## config.mk

```make
export PLATFORM = sky130hd
export DESIGN_NAME = shorten_positive_signals
export DESIGN_NICKNAME = d
export VERILOG_FILES = /design/src/rtl/shorten_positive_signals.sv
export SDC_FILE = /design/constraint.sdc
export NUM_CORES = 1
export LEC_CHECK = 0
export CAP_MARGIN = 20
export CORE_AREA = 3 3 41 57
export DETAILED_ROUTE_END_ITERATION = 10
export DIE_AREA = 0 0 44 60
export HOLD_SLACK_MARGIN = 0.15
export PLACE_DENSITY = 0.72
export SLEW_MARGIN = 20
export SYNTH_ARGS = -nofsm -noshare
export SYNTH_HDL_FRONTEND = slang
export SYNTH_SLANG_ARGS = --single-unit
```

## constraint.sdc

```tcl
create_clock -name clk -period 1.65 [get_ports clk]
set_input_delay 0.33 -clock clk [delete_from_list [all_inputs] [get_ports clk]]
set_output_delay 0.33 -clock clk [all_outputs]
set_load 0.05 [all_outputs]
```

## src/rtl/shorten_positive_signals.sv

```systemverilog
// Debounces a bouncy, active-high level into one-cycle press strobes plus held/busy status.
// Define SHORTEN_AUTO_REPEAT_EN to add auto-repeat strobes while the press stays held.
module shorten_positive_signals #(
    parameter int unsigned STABLE_CYCLES = 20,
    parameter int unsigned REPEAT_DELAY  = 100,
    parameter int unsigned REPEAT_PERIOD = 25
) (
    input  logic clk,
    input  logic rst,
    input  logic signal,
    output logic pulse,
    output logic held,
    output logic busy
);

    typedef enum logic [1:0] {
        IDLE    = 2'd0,
        QUALIFY = 2'd1,
        HELD    = 2'd2,
        RELEASE = 2'd3
    } state_t;

    localparam logic [15:0] CNT_LAST = 16'(STABLE_CYCLES - 1);

    // Out-of-range parameters are rejected at elaboration rather than producing a silent misbehaviour.
    if (STABLE_CYCLES < 2 || STABLE_CYCLES > 65535 ||
        REPEAT_DELAY  < 2 || REPEAT_DELAY  > 65535 ||
        REPEAT_PERIOD < 2 || REPEAT_PERIOD > 65535) begin : g_bad_params
        $error("shorten_positive_signals: parameter out of range 2..65535");
    end

    logic   sync1_q;
    logic   sync2_q;
    logic   sig_s;
    state_t state_q;
    state_t state_d;
    logic [15:0] cnt_q;
    logic [15:0] cnt_d;
    logic   press_d;
    logic   rpt_fire_s;
    logic   pulse_q;
    logic   held_q;
    logic   busy_q;

    // Two-flop synchronizer for the asynchronous input.
    always_ff @(posedge clk) begin
        if (rst) begin
            sync1_q <= 1'b0;
            sync2_q <= 1'b0;
        end else begin
            sync1_q <= signal;
            sync2_q <= sync1_q;
        end
    end

    assign sig_s = sync2_q;

    // Next-state logic; cnt measures how long the synchronized level has stayed at its new value.
    always_comb begin
        state_d = state_q;
        cnt_d   = cnt_q;
        press_d = 1'b0;
        case (state_q)
            IDLE: begin
                if (sig_s) begin
                    state_d = QUALIFY;
                    cnt_d   = 16'd1;
                end else begin
                    cnt_d   = 16'd0;
                end
            end
            QUALIFY: begin
                if (!sig_s) begin
                    state_d = IDLE;
                    cnt_d   = 16'd0;
                end else if (cnt_q == CNT_LAST) begin
                    state_d = HELD;
                    cnt_d   = 16'd0;
                    press_d = 1'b1;
                end else begin
                    cnt_d   = cnt_q + 16'd1;
                end
            end
            HELD: begin
                if (!sig_s) begin
                    state_d = RELEASE;
                    cnt_d   = 16'd1;
                end else begin
                    cnt_d   = 16'd0;
                end
            end
            RELEASE: begin
                if (sig_s) begin
                    state_d = HELD;
                    cnt_d   = 16'd0;
                end else if (cnt_q == CNT_LAST) begin
                    state_d = IDLE;
                    cnt_d   = 16'd0;
                end else begin
                    cnt_d   = cnt_q + 16'd1;
                end
            end
            default: begin
                state_d = IDLE;
                cnt_d   = 16'd0;
            end
        endcase
    end

`ifdef SHORTEN_AUTO_REPEAT_EN
    localparam logic [15:0] DLY_LAST = 16'(REPEAT_DELAY - 1);
    localparam logic [15:0] PER_LAST = 16'(REPEAT_PERIOD - 1);

    logic [15:0] rpt_q;
    logic [15:0] rpt_d;
    logic        rpt_per_q;
    logic        rpt_per_d;

    // Repeat timer: first target is the initial delay, later targets are the period; frozen in RELEASE.
    always_comb begin
        rpt_d      = rpt_q;
        rpt_per_d  = rpt_per_q;
        rpt_fire_s = 1'b0;
        if (state_q == HELD && state_d == HELD) begin
            if (rpt_q == (rpt_per_q ? PER_LAST : DLY_LAST)) begin
                rpt_fire_s = 1'b1;
                rpt_d      = 16'd0;
                rpt_per_d  = 1'b1;
            end else begin
                rpt_d      = rpt_q + 16'd1;
            end
        end else if (state_d == HELD) begin
            rpt_d     = 16'd0;
            rpt_per_d = 1'b0;
        end else if (state_d == RELEASE) begin
            rpt_d     = rpt_q;
            rpt_per_d = rpt_per_q;
        end else begin
            rpt_d     = 16'd0;
            rpt_per_d = 1'b0;
        end
    end

    // Repeat timer registers.
    always_ff @(posedge clk) begin
        if (rst) begin
            rpt_q     <= 16'd0;
            rpt_per_q <= 1'b0;
        end else begin
            rpt_q     <= rpt_d;
            rpt_per_q <= rpt_per_d;
        end
    end
`else
    assign rpt_fire_s = 1'b0;
`endif

    // State, counter and registered outputs.
    always_ff @(posedge clk) begin
        if (rst) begin
            state_q <= IDLE;
            cnt_q   <= 16'd0;
            pulse_q <= 1'b0;
            held_q  <= 1'b0;
            busy_q  <= 1'b0;
        end else begin
            state_q <= state_d;
            cnt_q   <= cnt_d;
            pulse_q <= press_d | rpt_fire_s;
            held_q  <= (state_d == HELD) || (state_d == RELEASE);
            busy_q  <= (state_d != IDLE);
        end
    end

    assign pulse = pulse_q;
    assign held  = held_q;
    assign busy  = busy_q;

endmodule
```

# Word-level counts from Yosys, hierarchy flattened
# Index checks and enable logic that the tools add are counted.
[word_totals]
input_bits = 3
reg_bits = 23
elab_cells = 34
output_inout_bits = 3
[classes]
addsub = 1
bitwise_logic = 2
n_reduce_logical = 4
eq_ne = 6
mux = 14
[op_table]
columns = ["cell", "n"]
rows = [
  ["case mux 16 bit (4 select lines)", 1],
  ["two-way mux 16 bit", 3],
  ["adder 16 x 1 -> 16 bit, second input constant", 1],
  ["equality test 16 x 5 -> 1 bit, second input constant", 1],
  ["two-way mux 2 bit", 6],
  ["equality test 2 bit, second input constant", 4],
  ["case mux 2 bit (4 select lines)", 1],
  ["two-way mux 1 bit", 3],
  ["OR reduction 3 bit", 1],
  ["equality test 2 x 1 -> 1 bit, second input constant", 1],
  ["zero test 2 bit", 1],
  ["NOT 1 bit", 2],
  ["nonzero test 2 bit", 1],
  ["logical OR 1 bit", 1],
]

# Logic depth before layout (Yosys ltp)
[logic_depth]
ltp_word = 6
depth_mapped = 6
ltp_nobuf = 5

# Worst setup path before layout
# Ideal clock, no wire load.
[synth_path]
path_kind = "register -> register"
startpoint = "register cnt_q[0]"
endpoint = "register cnt_q[2]"
stages_incl_launch_ff = 7
synth_period_minus_slack_ns = 1.411
setup_ns = 0.115
path_slack_ns = 0.239
required_ns = 1.535
arrival_time_ns = 1.296
path_buffers = 1
path_cell_list = "dfxtp_1 -> ha_1 -> nor4b_2 -> nand4_1 -> nand3_2 -> buf_6 -> nor2_1"
[synth_via]
elab_chain_cells = 4
word_cells_on_any_way = 6
cone_classes = "add/sub: 1; eq/ne: 1; mux: 4"
[synth_lines]
columns = ["item", "line_no", "source"]
rows = [
  ["start, declared", "37", "logic [15:0] cnt_q;"],
  ["start signal, assigned", "168", "cnt_q <= cnt_d;"],
  ["adder 16 x 1 -> 16 bit / equality test 16 x 5 -> 1 bit (equally long branches)", "n/a", ""],
  ["two-way mux 16 bit *", "76, 96", ""],
  ["two-way mux 16 bit, on equally long branches", "93, 73", ""],
  ["case mux 16 bit (4 select lines) *", "63", "case (state_q)"],
]
# Mark *: on every way between the ends. The rest lies on a longest branch, timed or not.
# A chain may end at the register's enable or synchronous reset.

# Worst setup path after layout
[layout_path]
startpoint = "register cnt_q[11]"
endpoint = "register cnt_q[3]"
[layout_via]
elab_chain_cells = 4
word_cells_on_any_way = 5
cone_classes = "eq/ne: 1; mux: 4"
[layout_lines]
columns = ["item", "line_no"]
rows = [
  ["equality test 16 x 5 -> 1 bit *", "76, 96"],
  ["two-way mux 16 bit *", "76, 96"],
  ["two-way mux 16 bit, on equally long branches", "93, 73"],
  ["case mux 16 bit (4 select lines) *", "63"],
]
# Marks and branches as above.

==> flow_metrics.py <==
metrics = {
    "timing": {
        "max_clock_freq_mhz": 671,
        "fin_worst_skew_ns": 0.00273,
        "timing.slew.headroom_pct": 71.7,
        "rsz0062_at_grt": "no",
        "tightest_slew_ns": 0.421,
        "setup_viol": 0,
        "finalCritPeriodShare_pct": 90.3,
        "timing.hold.ws_ns": 0.461,
        "final-hold-violation-count": 0,
        "slew_violations": 0,
        "period_needed_ns": 1.49,
        "fin_tns_setup_ns": 0,
    },
    "routing": {
        "dr.pass1.iters": 4,
        "drc": 0,
        "dr_wl_met2_um": 918,
        "top_layer_used": "met4",
        "wl_per_cell_um": 12.8,
        "wl_met3_um": 27,
        "drt_wl_total_um": 1740,
        "via_per_inst": 5.45,
        "initialDrtViolationCount": 16,
        "ant_nets": 0,
        "num_vias": 741,
        "wl_met1_um": 776,
    },
    "placement": {
        "port_buffers": 5,
        "dp_hpwl_um": 1330,
        "placedCellCount": 133,
        "gp_congestion": 0.758,
        "post_dp_cell_area_um2": 1120,
    },
    "grt": {
        "grt_pass1_vias": 774,
        "grt_pass1_wl_um": 3330,
        "overflow": 0,
        "grt_usage_pct": 17.0,
        "antenna_found_initial": 0,
        "grt_max_degree": 16,
    },
    "synth": {
        "synth_top_area_share_pct": 43.0,
        "synthArstFlopShare_pct": 0,
        "syn-num-nets": 108,
        "yosys.area.top_type": "dfxtp_1",
        "synth_edf_count": 0,
        "syn_inst": 104,
        "synth.top_cells.by_count": "dfxtp_1 (22), nor2_1 (15), xnor2_1 (9)",
        "syn_area_per_cell_um2": 9.84,
        "yosysSeqAreaShare_pct": 43.0,
        "yosysWarnings": 0,
        "netlist_area_um2": 1020,
        "synth.distinct_cells": 28,
        "yosysMostFrequentCell": "dfxtp_1",
        "yosys-top-cells-area": "dfxtp_1 (43%), xnor2_1 (7.7%), nor2_1 (5.5%), xor2_1 (4.3%), nand4_4 (4.2%)",
        "ys.flop_type": "dfxtp_1",
        "ys_ff_latch": 22,
    },
    "setup_path": {
        "worstPathArrival_ns": 1.68,
        "critPathKind": "register to register",
        "max_stage_delay_ns": 0.40,
        "path_cells": "nor4_1 > nand4_1 > nand3_4 > nor2_1",
        "critical_path_buf_inv_count": 0,
        "required_ns": 1.84,
        "crit_path_end_kind": "register",
        "cpLargestDelayFamily": "simple AND/OR/NAND/NOR gates",
        "start_kind": "register",
        "crit_slowest_cell": "nor4_1",
        "crit_fanout": 15,
    },
    "worst_hold_path": {
        "hold_class": "register to register",
    },
    "clock_tree": {
        "cts_made_buffers": 3,
        "clock_sinks": 22,
        "clk_latency_ns": 0.29,
        "cts-htree-levels": 1,
        "cts.path.max_buffers": 2,
        "cts_tree": "built",
        "cts_root_buf": "clkbuf_4",
        "clk_pin_slew_ns": 0.11,
    },
    "job": {
        "cap_violations": 0,
    },
    "pwr": {
        "power_density_nw_per_um2": 680,
        "p_leak_nw": 0.388,
        "peakVddDrop_mv": 0.488,
    },
    "die": {
        "rows": 18,
        "core_um2": 1850,
        "start_util_pct": 55.4,
        "pin_count": 6,
        "fp.dieW_um": 44,
        "dieArea_um2": 2640,
        "die_y_um": 60,
    },
    "cells_and_area": {
        "final_nets": 122,
        "syn2layout_area_growth_pct": 12.6,
        "layout-drive-gt1-share_pct": 24.1,
        "finalInstanceArea_um2": 1150,
        "layoutNonFillerInstCount": 136,
        "diodes": 0,
        "final_util_pct": 62.4,
    },
    "run_status": {
        "outcome": "complete, no violations",
    },
}
==> flip-flops by register name, indices dropped and copies added (netlist names) <==
| register | cells |
|---|---|
| pulse | 1 |
| busy | 1 |
| held | 1 |
| sig_s | 1 |
| state_q | 1 |
| cnt_q | 16 |
| sync1_q | 1 |
==> cell type report <==
type                    instances  area (µm²)
flip-flops and latches         22         440
well taps                      20        25.0
multi-input cells              74         554
repair buffers                 11        87.6
clock buffers                   3        22.5
inverters                       6        22.5
fillers                       171         694
==> cell usage in the layout (no fill, tap or decap), types with 2 or more instances in the layout <==
cell / instances
xor2_1: 5
nor3_1: 3
nor2_1: 14
nor4_2: 3
nand2b_1: 2
nor2b_1: 2
inv_1: 6
nor4b_2: 2
xnor2_1: 9
clkdlybuf4s50_1: 2
buf_4: 9
nand4_1: 6
dfxtp_1: 22
clkbuf_4: 3
nand2_1: 4
nand3_1: 4
nor2_2: 5
nand4_4: 2
a21oi_1: 2
nor4b_1: 2
==> timing repair <==
item / in CTS / in global routing
setup buffers: 0 / 0
hold buffers: 0 / 0
setup endpoints to repair: 0 / 10
resized for setup: 0 / 2
hold endpoints to repair: 0 / 0
==> report_power, final <==
part           internal, W  switching, W  leakage, nW  total (W)
combinational    0.0000107    0.00000814        0.197  0.0000188
sequential        0.000535    0.00000283        0.178   0.000538
clock            0.0000850      0.000141       0.0138   0.000226
total             0.000631      0.000152        0.388   0.000783
==> logic make-up (layout without fill, tap and decap cells) <==
logic type | count (synthesis) | after routing | synth area share [%]
simple gates | 54 | 54 | 36.7
compound gates | 4 | 4 | 2.32
buf+inv | 8 | 20 | 3.79
fa+ha+maj | 1 | 1 | 1.22
mux | 1 | 1 | 0.978
flops | 22 | 22 | 43.0
xor+xnor | 14 | 14 | 12.0
==> path summary, 6_finish.rpt <==
| kind | from | endpoint | slack (ns) | cells past startpoint |
|---|---|---|---|---|
| setup / recovery | cnt_q[11] | cnt_q[3] | 0.16 | 4 |
| hold / removal | sync1_q | sig_s | 0.46 | 1 |
| setup reg to reg | cnt_q[11] | cnt_q[3] | 0.16 | 4 |
| hold reg to reg | sync1_q | sig_s | 0.46 | 1 |
==> per-stage QoR <==
step           power [W]  worst slack, ns
2_1_floorplan   0.000558            0.239
3_3_place_gp    0.000568            0.141
3_5_place_dp    0.000568           0.0891
4_1_cts         0.000799            0.116
5_1_grt         0.000823           0.0166
6_report        0.000783            0.161
==> layer usage <==
layer	track usage (%)	up-vias
met1	21.1	353
li1	-	382
met3	1.81	2
met5	0	-
met2	28.3	4
met4	9.05	0
Note: power is estimated with default switching activity, not from simulation.
